**config.mk**
```make
export PLATFORM = sky130hd
export DESIGN_NAME = harmonic_sequencer
export DESIGN_NICKNAME = d
export VERILOG_FILES = /design/src/rtl/harmonic_sequencer.sv
export SDC_FILE = /design/constraint.sdc
export NUM_CORES = 1
export LEC_CHECK = 0
export ABC_AREA = 1
export CORE_MARGIN = 2
export CORE_UTILIZATION = 35
export DETAILED_ROUTE_END_ITERATION = 12
export GPL_ROUTABILITY_DRIVEN = 0
export GPL_TIMING_DRIVEN = 0
export HOLD_SLACK_MARGIN = 0.03
export PLACE_DENSITY_LB_ADDON = 0.25
export SLEW_MARGIN = 20
export SYNTH_ARGS = -nofsm -noshare
export SYNTH_HDL_FRONTEND = slang
export SYNTH_SLANG_ARGS = --single-unit
```
**constraint.sdc**
```tcl
create_clock -name i_Clock -period 1.8 [get_ports i_Clock]
set_input_delay 0.36 -clock i_Clock [delete_from_list [all_inputs] [get_ports i_Clock]]
set_output_delay 0.36 -clock i_Clock [all_outputs]
set_load 0.03 [all_outputs]
```
**src/rtl/harmonic_sequencer.sv**
```systemverilog
// harmonic_sequencer: per-sample frame controller that steps harmonic indices through
// scaler, sample lookup and even/odd adders, then latches totals and triggers the DAC.
module harmonic_sequencer #(
    parameter int SAMPLE_INTERVAL = 1000,
    parameter int MAX_HARMONICS   = 100
) (
    input  logic       i_Clock,
    input  logic       reset_n,
    input  logic [7:0] i_Harmonic_Count,
    input  logic       i_Param_Valid,
    input  logic       i_Sample_Ready,
    input  logic       i_Freq_Too_High,
    input  logic [1:0] i_Scaler_Ready,
    input  logic       i_Overrun_Clear,
    output logic [7:0] o_Harmonic,
    output logic       o_Next_Sample,
    output logic [1:0] o_Scaler_Start,
    output logic [1:0] o_Adder_Start,
    output logic       o_Adder_Clear,
    output logic       o_Latch_Totals,
    output logic       o_DAC_Send,
    output logic       o_Overrun,
    output logic       o_Busy
);
    localparam int TW = $clog2(SAMPLE_INTERVAL);
    localparam logic [TW-1:0] TICK_AT = TW'(SAMPLE_INTERVAL - 1);
    localparam logic [7:0] H_MAX = 8'(MAX_HARMONICS - 1);

    typedef enum logic [2:0] {IDLE, SCALE, SCALE_WAIT, SAMPLE_WAIT, NEXT, DONE} state_t;

    state_t        state_q, state_d;
    logic [TW-1:0] timer_q, timer_d;
    logic [7:0]    harmonic_q, harmonic_d;
    logic [7:0]    shadow_q, shadow_d;
    logic [7:0]    active_q, active_d;
    logic          result_valid_q, result_valid_d;
    logic          overrun_q, overrun_d;
    logic          next_sample_q, next_sample_d;
    logic          adder_clear_q, adder_clear_d;
    logic          dac_send_q, dac_send_d;
    logic          tick, sel, scaler_start, adder_start, latch_totals;

    always_comb begin
        tick           = timer_q == TICK_AT;
        sel            = harmonic_q[0];
        timer_d        = tick ? '0 : timer_q + 1'b1;
        shadow_d       = i_Param_Valid ? i_Harmonic_Count : shadow_q;
        overrun_d      = i_Overrun_Clear ? 1'b0 : overrun_q;
        state_d        = state_q;
        harmonic_d     = harmonic_q;
        active_d       = active_q;
        result_valid_d = result_valid_q;
        next_sample_d  = 1'b0;
        adder_clear_d  = 1'b0;
        dac_send_d     = 1'b0;
        scaler_start   = 1'b0;
        adder_start    = 1'b0;
        latch_totals   = 1'b0;
        case (state_q)
            IDLE: if (tick) begin
                adder_clear_d = 1'b1;
                next_sample_d = 1'b1;
                dac_send_d    = result_valid_q;
                harmonic_d    = 8'd0;
                active_d      = shadow_q > H_MAX ? H_MAX : shadow_q;
                state_d       = SCALE;
            end
            SCALE: begin
                scaler_start = !tick;
                state_d      = SCALE_WAIT;
            end
            SCALE_WAIT: state_d = i_Scaler_Ready[sel] ? SAMPLE_WAIT : SCALE_WAIT;
            SAMPLE_WAIT: if (i_Sample_Ready) begin
                adder_start = !tick;
                state_d     = NEXT;
            end
            NEXT: if (harmonic_q == active_q || i_Freq_Too_High) begin
                state_d = DONE;
            end else if (!tick) begin
                harmonic_d    = harmonic_q + 8'd1;
                next_sample_d = 1'b1;
                state_d       = SCALE;
            end
            DONE: begin
                latch_totals   = 1'b1;
                result_valid_d = 1'b1;
                state_d        = IDLE;
            end
            default: state_d = IDLE;
        endcase
        // A tick while busy cuts the frame short; partial totals are latched in DONE.
        if (tick && state_q != IDLE) begin
            overrun_d = 1'b1;
            state_d   = state_q == DONE ? IDLE : DONE;
        end
    end

    always_ff @(posedge i_Clock or negedge reset_n) begin
        if (!reset_n) begin
            state_q        <= IDLE;
            timer_q        <= '0;
            harmonic_q     <= 8'd0;
            shadow_q       <= 8'd0;
            active_q       <= 8'd0;
            result_valid_q <= 1'b0;
            overrun_q      <= 1'b0;
            next_sample_q  <= 1'b0;
            adder_clear_q  <= 1'b0;
            dac_send_q     <= 1'b0;
        end else begin
            state_q        <= state_d;
            timer_q        <= timer_d;
            harmonic_q     <= harmonic_d;
            shadow_q       <= shadow_d;
            active_q       <= active_d;
            result_valid_q <= result_valid_d;
            overrun_q      <= overrun_d;
            next_sample_q  <= next_sample_d;
            adder_clear_q  <= adder_clear_d;
            dac_send_q     <= dac_send_d;
        end
    end

    assign o_Harmonic     = harmonic_q;
    assign o_Next_Sample  = next_sample_q & !tick;
    assign o_Scaler_Start = {scaler_start & sel, scaler_start & !sel};
    assign o_Adder_Start  = {adder_start & sel, adder_start & !sel};
    assign o_Adder_Clear  = adder_clear_q;
    assign o_Latch_Totals = latch_totals;
    assign o_DAC_Send     = dac_send_q;
    assign o_Overrun      = overrun_q;
    assign o_Busy         = state_q != IDLE;
endmodule

```
### Word level (Yosys, flattened, before mapping)

Index checks and enable logic that the tools add are counted.

* order comparisons: 2
* reductions and logical operators: 11
* equality and inequality tests: 13
* $add $sub $neg: 2
* multiplexer cells: 29
* bitwise gates (word level): 5

Operators by type and width (count)
* $mux W8: 4
* $mux W3: 6
* $pmux W8 S2: 1
* $mux W1: 15
* $pmux W3 S5: 1
* $add A10 B1 Y10 const B: 1
* $eq A10 B10 Y1 const B: 1
* $mux W10: 1
* $add A8 B1 Y8 const B: 1
* $eq A8 B8 Y1: 1
* $gt A8 B7 Y1 const B: 1
* $eq A3 B2 Y1 const B: 2
* $eq A3 B3 Y1 const B: 2
* $ne A2 B2 Y1 const B: 3
* $ne A3 B3 Y1 const B: 2
* $and A1 B1 Y1: 5
* $ne A4 B4 Y1 const B: 1
* $reduce_and A4 Y1: 1
* $reduce_bool A2 Y1: 2
* $eq A3 B1 Y1 const B: 1
* $logic_not A3 Y1: 1
* $reduce_and A3 Y1: 1
* $reduce_bool A3 Y1: 1
* $logic_not A1 Y1: 2
* 5 further kinds: 5

* input port bits: 16
* register bits: 42
* logic and storage cells: 72

### Depth between registers and ports, before layout

Gate-level depths: netlist of the first run.

* depth after elaboration: 5
* mapped depth: 12
* depth with buffers taken out: 11

### Worst setup path after synthesis of the first run

Ideal clock, no wire load.

* path kind: register to output
* start: register timer_q[0]
* end: output o_Next_Sample
* arrival: 1436 ps
* data required time: 1440 ps
* stages on the path, launching flop included: 7
* slack: 4 ps
* buffers on the path: 0
* path through: dfrtp_1 -> ha_1 -> nand2_1 -> inv_1 -> nand3b_4 -> inv_1 -> nor2_1

* word-level cells in the longest chain between the ends: 3

Ends and longest elaborated chain
* start, declared: RTL line 32 `logic [TW-1:0] timer_q, timer_d;`
* start signal, assigned: RTL line 112 `timer_q <= timer_d;`
* $eq A10 B10 Y1: RTL line 44 `tick = timer_q == TICK_AT;`
* $logic_not A1 Y1: RTL line 125 `assign o_Next_Sample = next_sample_q & !tick;`
* $and A1 B1 Y1: RTL line 125
* end, declared: RTL line 16 `output logic o_Next_Sample,`

No other way between the ends.

### Worst setup path in the final report of the first run

* start: register timer_q[1]
* end: output o_Next_Sample

Same word-level chain as after synthesis.

==> results of run 1 <==
## path summary, 6_finish.rpt
kind | startpoint | endpoint | slack (ns) | depth (start not counted)
worst max-delay path | timer_q[1]$_DFF_PN0_ | o_Next_Sample | -0.04 | 7
worst min-delay path | result_valid_q$_DFFE_PN0P_ | result_valid_q$_DFFE_PN0P_ | 0.46 | 2
worst max register to register | timer_q[0]$_DFF_PN0_ | active_q[5]$_DFFE_PN0P_ | 0.10 | 11
worst min register to register | result_valid_q$_DFFE_PN0P_ | result_valid_q$_DFFE_PN0P_ | 0.46 | 2
max in group asynchronous | reset_n | timer_q[2]$_DFF_PN0_ | 0.83 | 3
min in group asynchronous | reset_n | o_Overrun$_DFFE_PN0P_ | 0.51 | 2
## synthesized netlist by cell type, types with 3 or more instances
| cell | instances | area share, % |
|---|---|---|
| a31oi_1 | 4 | 1.1 |
| inv_4 | 3 | 0.86 |
| dfrtp_1 | 42 | 48 |
| xnor2_1 | 3 | 1.2 |
| nor3_1 | 8 | 1.8 |
| nand2_1 | 58 | 10 |
| a21oi_1 | 6 | 1.4 |
| nand3_1 | 10 | 2.3 |
| o21ai_0 | 18 | 4.1 |
| xor2_1 | 4 | 1.6 |
| nor2_1 | 31 | 5.3 |
| inv_1 | 40 | 6.9 |
## layout make-up
type                       instances  area share (%)
buffer                             3           0.784
clock buffer                       5            2.39
clock inverter                     3            1.57
inverter                          45            6.27
multi-input combinational        172            33.3
sequential                        42            36.6
tap                               75            3.27
timing repair buffer              50            15.8
## cell families (layout without fill, tap and decap cells)
kind of cell / Yosys count / after routing
xor+xnor: 7 / 7
simple gates: 123 / 123
compound gates: 39 / 39
fa+ha+maj: 2 / 2
buf+inv: 49 / 106
mux: 1 / 1
flops: 42 / 42
## metal layers
layer	GRT usage [%]	wire length [um]	part of all wire [%]	vias up
li1	-	-	-	945
met1	19.5	2300	49	836
met2	21.8	2140	46	30
met3	3.28	169	3.6	6
met4	4.32	61	1.3	0
met5	0	0	0	-
## flip-flops by register name (all words and copies together), names as in the netlist, 3 cells and up
name	flops
timer_q	10
state_q	3
shadow_q	8
o_Harmonic	8
active_q	8
## critical path, cell delays in order, from the launching register on
cell and delay, ns:
dfrtp_1 0.39, ha_2 0.20, nand2_2 0.07, inv_2 0.05, nand3b_4 0.12, clkinvlp_4 0.11, nor2_1 0.09, buf_4 0.16
## through the flow
step                hold slack (ns)  cells  setup TNS, ns  setup slack, ns  cell area, um^2
floorplan                    0.0644    263              0          0.00395             2190
global placement              0.438    371         -34.94           -0.779             2610
detailed placement            0.304    372          -2.32           -0.519             2630
CTS                           0.462    388         -0.125          -0.0451             2810
global route                  0.470    395         -0.567           -0.124             2870
finish                        0.457    395        -0.0734          -0.0350             2870
## power by group through the flow
| stage | clock network (uW) | registers (uW) | logic (uW) |
|---|---|---|---|
| 5_1_grt | 814 | 1060 | 576 |
| 4_1_cts | 774 | 1050 | 527 |
| 2_1_floorplan | 0 | 1060 | 358 |
| 3_5_place_dp | 0 | 1070 | 526 |
| 6_report | 758 | 1050 | 517 |
| 3_3_place_gp | 0 | 1060 | 519 |
## timing repair
| action | CTS | global route |
|---|---|---|
| setup buffers | 7 | 8 |
| hold buffers | 1 | 0 |
| setup endpoints to repair | 10 | 22 |
| endpoints found under the hold margin | 14 | 0 |
| pin swaps | 4 | 2 |
| gates resized for setup | 48 | 13 |
==> impl_metrics.tcl, run 1 <==
set metrics [dict create \
    status "complete, but fails checks" \
    violations "setup timing" \
    postLayoutSetupSlackWorst_ns -0.0350 \
    fin_util_pct 48.0 \
    die-area_um2 6900 \
    clk_latency_ns 0.30 \
    clock-sinks 42 \
    grt_setup_unrepaired "yes" \
    switching_share_pct 31.5 \
    layout_common_cells "55 x nand2_1, 41 x dfrtp_1, 36 x inv_1" \
    synthAdderAreaFrac_pct 1.14 \
    core_um2 5990 \
    regArea_um2 1050 \
    synth_top_family_by_area "simple AND/OR/NAND/NOR gates" \
    yosys.area_share.simple_pct 27.7 \
    n_antenna_cell 0 \
    nNetsFinal 337 \
    drt-initial-drc-count 59 \
    grtUsageTotal_pct 14.1 \
    synth_nets 281 \
    ys_async_sr_fraction_pct 100 \
    crit_type "flip-flop to primary output" \
    grt.overflow.total 0 \
    via_per_inst 4.60 \
    avgSynthCellArea_um2 8.32 \
    slew_viol_final 0 \
    rows 28 \
    p_clk_share_pct 32.6 \
    antenna_found_initial 0 \
    cp-end-kind "primary output" \
    power_frac_seq_pct 45.2 \
    synth_warnings 0 \
    cts_max_level 2 \
    hold_violations 0 \
    synth_seq_cells 42 \
    grt_start_max_net_pins 29 \
    worst_pin_slew_ns 0.380 \
    first_global_vias 1731 \
    multiInputGateArea_um2 956 \
    syn-cell-area_um2 2190 \
    cp-start-kind "flip-flop" \
    setup_violations 4 \
    synth-seq-area-share_pct 48.1 \
    p_leak_uw 0.00143 \
    synth_edf_count 0 \
    area_growth_pct 31.4 \
    finalPower_uw 2330 \
    critPathMaxFanout 5 \
    powerDensity_nw_per_um2 809 \
    ant_nets 0 \
    die_x_um 83.1 \
    required_ns 1.44 \
    synth_xor_area_share_pct 2.80 \
    synth_mux_area_share_pct 0.515 \
    wirelength_mm 4.67 \
    p_int_uw 1590 \
    grt_pass1_wl_mm 7.95 \
    worstPathArrival_ns 1.48 \
    synth_compound_area_share_pct 10.2 \
    port_buffers 33 \
    vias 1817 \
    relSlewSlack_pct 74.7 \
    cts_root_buf "clkbuf_8" \
    cts_tree "built" \
    dr.pass1.iters 4 \
    power_switching_uw 733 \
    fin_worst_skew_ns 0.00976 \
    timing.final.crit_period_ns 1.84 \
    drc 0 \
    chipHeight_um 83.1 \
    hold_class "flip-flop to flip-flop" \
    fmax_mhz 545 \
    ir_worst_vdd_mv 0.382 \
    start_util_pct 36.5 \
    yosys_most_used_dff "dfrtp_1" \
    dp_hpwl_mm 3.50 \
    wl_per_cell_um 11.8 \
    synth_cells 263 \
    ios 34 \
    pwr-share-comb_pct 22.2 \
    final_common_cell "nand2_1" \
    ys_types 36 \
    fin_crit_sh_pct 102 \
    drive_gt1_share_pct 20.9 \
    fill_cells 585 \
    numCtsBuffers 5 \
    cts.path.max_buffers 2 \
    clk_pin_slew_ns 0.08 \
    drv_cap 0 \
]
(Power assumes the default switching activity.)
==> run 2: changes to the inputs <==
--- a/config.mk
+++ b/config.mk
@@ -6,6 +6,7 @@
 export NUM_CORES = 1
 export LEC_CHECK = 0
 export ABC_AREA = 1
+export ABC_CLOCK_PERIOD_IN_PS = 1800
 export CORE_MARGIN = 2
 export CORE_UTILIZATION = 35
 export DETAILED_ROUTE_END_ITERATION = 12
@@ -13,7 +14,6 @@
 export GPL_TIMING_DRIVEN = 0
 export HOLD_SLACK_MARGIN = 0.03
 export PLACE_DENSITY_LB_ADDON = 0.25
-export SLEW_MARGIN = 20
 export SYNTH_ARGS = -nofsm -noshare
 export SYNTH_HDL_FRONTEND = slang
 export SYNTH_SLANG_ARGS = --single-unit
==> results of run 2 <==
No change in the layout: final DEF, timing and power equal those of run 1.
